`config.mk`:
```
export PLATFORM = sky130hd
export DESIGN_NAME = store_result_monitor
export DESIGN_NICKNAME = d
export VERILOG_FILES = /design/src/rtl/store_result_monitor.sv
export SDC_FILE = /design/constraint.sdc
export NUM_CORES = 1
export LEC_CHECK = 0
export CAP_MARGIN = 20
export CORE_MARGIN = 1.5
export CORE_UTILIZATION = 51
export CTS_CLUSTER_DIAMETER = 100
export DETAILED_ROUTE_END_ITERATION = 8
export PLACE_DENSITY = 0.78
export SYNTH_ARGS = -nofsm -noshare
export SYNTH_HDL_FRONTEND = slang
export SYNTH_SLANG_ARGS = --single-unit
```
`constraint.sdc`:
```
create_clock -name clk -period 2.85 [get_ports clk]
set_input_delay 0.57 -clock clk [delete_from_list [all_inputs] [get_ports clk]]
set_output_delay 0.57 -clock clk [all_outputs]
set_load 0.1 [all_outputs]
```
`src/rtl/store_result_monitor.sv`:
```
// -----------------------------------------------------------------------------
// store_result_monitor
//
// Watches the processor's data-memory write bus and keeps a ring-buffer trace
// of the most recent stores. When the program stores to MON_ADDR, the monitor
// halts with a pass or fail verdict, depending on whether the stored value
// equals EXPECT. If TIMEOUT edges pass without that store, it halts with a
// timeout verdict instead. Once halted, the trace, trace_count and cycles keep
// their values until reset.
//
// Parameters:
//   MON_ADDR    verdict address
//   EXPECT      value at MON_ADDR that means pass
//   DEPTH       trace entries (power of two, >= 2)
//   TIMEOUT     edges in RUN before timeout; 0 disables the timeout
//
// Ports:
//   clk         processor clock, rising edge
//   reset       asynchronous, active-low reset
//   MemWrite    store strobe
//   DataAdr     store address
//   WriteData   store data
//   done        verdict reached (sticky)
//   pass        verdict store matched EXPECT (sticky)
//   fail        verdict store did not match EXPECT (sticky)
//   timeout     TIMEOUT reached with no verdict store (sticky)
//   cycles      edges counted in RUN; frozen in HALT
//   trace_count number of valid trace entries, saturating at DEPTH
//   rd_idx      trace read index; 0 = most recent store
//   rd_adr      address of the selected trace entry (0 if not valid)
//   rd_data     data of the selected trace entry (0 if not valid)
// -----------------------------------------------------------------------------
module store_result_monitor #(
   parameter logic [31:0] MON_ADDR = 32'd128,
   parameter logic [31:0] EXPECT   = 32'hFE,
   parameter int unsigned DEPTH    = 4,
   parameter int unsigned TIMEOUT  = 1000,
   localparam int unsigned AW      = $clog2(DEPTH),
   localparam int unsigned CW      = AW + 1
) (
   input  logic          clk,
   input  logic          reset,
   input  logic          MemWrite,
   input  logic [31:0]   DataAdr,
   input  logic [31:0]   WriteData,
   output logic          done,
   output logic          pass,
   output logic          fail,
   output logic          timeout,
   output logic [31:0]   cycles,
   output logic [CW-1:0] trace_count,
   input  logic [AW-1:0] rd_idx,
   output logic [31:0]   rd_adr,
   output logic [31:0]   rd_data
);

   typedef enum logic {
      ST_RUN  = 1'b0,
      ST_HALT = 1'b1
   } state_t;

   state_t        state_q, state_d;
   logic [AW-1:0] wr_ptr_q, wr_ptr_d;
   logic [CW-1:0] count_q, count_d;
   logic [31:0]   cycles_q, cycles_d;
   logic          pass_q, pass_d;
   logic          fail_q, fail_d;
   logic          timeout_q, timeout_d;

   logic [31:0]   adr_mem_q  [DEPTH];
   logic [31:0]   data_mem_q [DEPTH];

   logic          in_run;
   logic          store_vld;
   logic          verdict;
   logic          hit_timeout;
   logic [31:0]   cycles_inc;
   logic [AW-1:0] rd_ptr;
   logic          rd_valid;

   // Next-state logic for the control registers.
   always_comb begin
      in_run      = (state_q == ST_RUN);
      // A 4-state compare makes X/Z on the strobe or the address behave as
      // "no store" or "not the verdict address" in simulation.
      store_vld   = in_run && (MemWrite === 1'b1);
      verdict     = store_vld && (DataAdr === MON_ADDR);
      cycles_inc  = (cycles_q == 32'hFFFF_FFFF) ? cycles_q : cycles_q + 32'd1;
      // A verdict store on the same edge takes priority over the timeout.
      hit_timeout = (TIMEOUT != 0) && in_run && (cycles_inc == TIMEOUT) && !verdict;

      state_d   = state_q;
      wr_ptr_d  = wr_ptr_q;
      count_d   = count_q;
      cycles_d  = cycles_q;
      pass_d    = pass_q;
      fail_d    = fail_q;
      timeout_d = timeout_q;

      if (in_run) begin
         cycles_d = cycles_inc;
         if (store_vld) begin
            // DEPTH is a power of two, so the pointer wraps naturally.
            wr_ptr_d = wr_ptr_q + AW'(1);
            if (count_q != CW'(DEPTH)) begin
               count_d = count_q + CW'(1);
            end
         end
         if (verdict) begin
            state_d = ST_HALT;
            if (WriteData === EXPECT) begin
               pass_d = 1'b1;
            end else begin
               fail_d = 1'b1;
            end
         end else if (hit_timeout) begin
            state_d   = ST_HALT;
            timeout_d = 1'b1;
         end
      end
   end

   always_ff @(posedge clk or negedge reset) begin
      if (!reset) begin
         state_q   <= ST_RUN;
         wr_ptr_q  <= '0;
         count_q   <= '0;
         cycles_q  <= '0;
         pass_q    <= 1'b0;
         fail_q    <= 1'b0;
         timeout_q <= 1'b0;
      end else begin
         state_q   <= state_d;
         wr_ptr_q  <= wr_ptr_d;
         count_q   <= count_d;
         cycles_q  <= cycles_d;
         pass_q    <= pass_d;
         fail_q    <= fail_d;
         timeout_q <= timeout_d;
      end
   end

   // The trace is a small register file rather than block RAM. It must clear
   // on reset and be read combinationally.
   for (genvar gi = 0; gi < DEPTH; gi++) begin : g_entry
      logic wr_en;
      assign wr_en = store_vld && (wr_ptr_q == AW'(gi));

      always_ff @(posedge clk or negedge reset) begin
         if (!reset) begin
            adr_mem_q[gi]  <= '0;
            data_mem_q[gi] <= '0;
         end else if (wr_en) begin
            adr_mem_q[gi]  <= DataAdr;
            data_mem_q[gi] <= WriteData;
         end
      end
   end

   // The newest entry is one slot behind the write pointer. rd_idx counts
   // backwards from that entry.
   always_comb begin
      rd_ptr   = wr_ptr_q - AW'(1) - rd_idx;
      rd_valid = ({1'b0, rd_idx} < count_q);
      rd_adr   = rd_valid ? adr_mem_q[rd_ptr]  : 32'd0;
      rd_data  = rd_valid ? data_mem_q[rd_ptr] : 32'd0;
   end

   assign pass        = pass_q;
   assign fail        = fail_q;
   assign timeout     = timeout_q;
   assign done        = pass_q | fail_q | timeout_q;
   assign cycles      = cycles_q;
   assign trace_count = count_q;

endmodule

```
==> impl_metrics.tcl <==
set metrics [dict create \
    worst_setup_path_end_kind "output port" \
    slowest_delay_ps 430 \
    violations "setup timing" \
    root_buffer "clkbuf_16" \
    grt_pass1_wl_um 54860 \
    syn-cell-area_mm2 0.01429 \
    clock_path_buffers 3 \
    finalSetupViolCount 64 \
    place_congestion 0.8922 \
    diodes 0 \
    avgSynthCellArea_um2 14.00 \
    layout-drive-gt1-share_pct 53.63 \
    rsz0062_at_grt "yes" \
    ys_seq_elements 297 \
    fin_skew_ps 7.895 \
    synthTopCellsByArea "dfrtp_1 (52%), mux2_2 (20%), mux4_2 (10%)" \
    start_util_pct 51.58 \
    vias 9378 \
    grt_usage_pct 24.22 \
    fmax_mhz 318.4 \
    dp_hpwl_um 22500 \
    grt_pass1_vias 9913 \
    worst_ir_drop_vdd_mv 0.4082 \
    path_cells "ha_4 -> xor2_4 -> xnor2_4 -> buf_6 -> buf_12 -> clkbuf_16 -> mux4_2 -> nor2b_4 -> buf_12" \
    antenna_found_initial 0 \
    pre_cts_ws_ps -499.4 \
    p_leak_nw 9.010 \
    grt_max_degree 73 \
    synthFlopType "dfrtp_1" \
    coreArea_mm2 0.02771 \
    die_h_um 170.4 \
    synth_top_area_share_pct 52.00 \
    power_mw 9.411 \
    worstMarginPinSlew_ps 600.1 \
    yosysWarnings 0 \
    fin_crit_sh_pct 110.2 \
    syn2layout_area_growth_pct 36.81 \
    drt_pass1_iterations 5 \
    cts-buffers-inserted 31 \
    ys_types 59 \
    synth_enable_flop_cells 0 \
    htree_levels 1 \
    finalHoldViolCount 0 \
    final_core_util_pct 70.57 \
    slew_violations 0 \
    hold_class "reg2reg" \
    ios 172 \
    wl_met2_um 17250 \
    crit_slowest_cell "dfrtp_2" \
    fp.dieW_um 170.4 \
    vias_per_cell 5.697 \
    clock_latency_ps 560 \
    clock_sinks 297 \
    synth_largest_area_cell "dfrtp_1" \
    met3_length_um 1562 \
    cp_max_fo 6 \
    wl_met1_um 14620 \
    cp.arrival_ps 2570 \
    worstPathRequired_ps 2280 \
    drt-initial-drc-count 672 \
    portBuffers 171 \
    tns_ps -16110 \
    fp.dieArea_mm2 0.02903 \
    ys_async_sr_fraction_pct 100.0 \
    powerDensity_mw_per_mm2 481.3 \
    drc 0 \
    synth_seq_area_share_pct 52.00 \
    finalCriticalPeriod_ps 3141 \
    drt-total-wl_um 34110 \
    synth_nets 1099 \
    cts_tree "yes" \
    syn_inst 1021 \
    detail_route.wl_per_cell_um 20.72 \
    highest_layer "met4" \
    critPathKind "reg2out" \
    cp-start-kind "flop" \
    grt_overflow_total 0 \
    critPathMostFrequentCell "buf_12" \
    postRouteAntennaNets 0 \
    worst_slack_ps -290.7 \
    fill_cells 1833 \
    max-slew-margin-rel_pct 59.77 \
    status "finished with violations" \
    fp-row-count 61 \
    drv_cap 0 \
    clkTransAtPathRegs_ps 60 \
    fin_nets 1322 \
]
-- layer usage --
| metal | GRT usage [%] | up-vias |
|---|---|---|
| li1 | - | 4212 |
| met1 | 33.13 | 4892 |
| met2 | 41.36 | 232 |
| met3 | 3.279 | 42 |
| met4 | 5.464 | 0 |
| met5 | 0 | - |
-- worst max-delay path, delay by kind of cell (launching register included) --
family        cells  cell delay, ps
mux               1             330
flops             1             430
simple gates      1             160
fa+ha+maj         1             180
xor+xnor          2             330
buf+inv           4             580
-- worst paths after layout --
path | startpoint | to | slack, ps | depth (start not counted)
max | wr_ptr_q[0]$_DFFE_PN0P_ | rd_data[21] | -290 | 9
min in group asynchronous | reset | data_mem_q[91]$_DFFE_PN0P_ | 550 | 2
max reg2reg | cycles[0]$_DFFE_PN0N_ | state_q$_DFF_PN0_ | 100 | 8
min reg2reg | adr_mem_q[62]$_DFFE_PN0P_ | adr_mem_q[62]$_DFFE_PN0P_ | 500 | 1
max in group asynchronous | reset | data_mem_q[70]$_DFFE_PN0P_ | 1470 | 3
min | adr_mem_q[62]$_DFFE_PN0P_ | adr_mem_q[62]$_DFFE_PN0P_ | 500 | 1
-- flip-flops by register name, summed over array words and instances (netlist names) --
register     flops
adr_mem_q      128
data_mem_q     128
cycles          32
trace_count      3
wr_ptr_q         2
fail             1
pass             1
state_q          1
timeout          1
-- cell type report --
| class | instances | area [um2] | area share (%) |
|---|---|---|---|
| timing repair buffer | 254 | 3283 | 16.79 |
| multi-input combinational | 646 | 7129 | 36.46 |
| tap | 378 | 473.0 | 2.419 |
| clock inverter | 19 | 262.8 | 1.344 |
| sequential | 297 | 7480 | 38.25 |
| inverter | 14 | 52.55 | 0.2688 |
| clock buffer | 38 | 872.1 | 4.460 |
-- cells by family (layout without fill, tap and decap cells) --
family / count (synthesis) / after routing / share of synthesized area (%)
multiplexers: 323 / 323 / 30.48
flip-flops: 297 / 297 / 52.00
AND/OR/NAND/NOR: 225 / 225 / 9.394
buffers and inverters: 78 / 325 / 2.320
AO/OA/AOI/OAI: 46 / 46 / 2.381
XOR/XNOR: 43 / 43 / 2.635
adder cells (fa/ha/maj): 9 / 9 / 0.7880
-- per-stage QoR --
stage                     hold slack (ps)  area, um2  std cells
after CTS                           502.5      19500       1645
after global placement              481.3      18130       1577
after detailed placement            488.7      18130       1577
after floorplan                     274.4      14880       1021
after global routing                512.7      19550       1646
final                               499.3      19550       1646
-- placed cells by master, fill, tap and decap left out, types with 18 or more instances in the layout --
master	synthesis	final
xnor2_1	26	25
dfrtp_1	297	273
mux4_2	64	64
nand2_1	38	34
buf_12	0	85
buf_4	8	90
mux2_2	257	257
nor2_1	18	18
nand3_1	18	18
nor2b_4	0	64
clkdlybuf4s50_1	0	66
clkbuf_16	0	32
-- cell usage after synthesis (all sizes together) (3+ instances only) --
cell    number
o31ai        4
ha           9
mux2       257
xnor2       26
and3         5
nor4b        4
nor2        18
a211o        3
and2         4
dfrtp      297
inv         14
buf         20
a31oi        4
o21ai       12
nand4       15
or3          5
xor2        17
nor4        17
nor3        13
nor2b       69
clkbuf      44
nand3       21
mux4        64
or4          4
nand2       38
and4         3
a21oi        4
a211oi       3
-- report_power, final --
group          switching, mW  internal [mW]
sequential           0.00402           4.22
combinational          0.452          0.378
clock                   1.72           2.64
-- repair_timing --
action	CTS	global route
cloned	4	1
gates resized for setup	20	4
setup buffers	6	0
pin swaps	1	2
endpoints found under the setup margin	66	66
hold endpoints to repair	58	0
hold buffers	1	0
(Power assumes the default switching activity.)
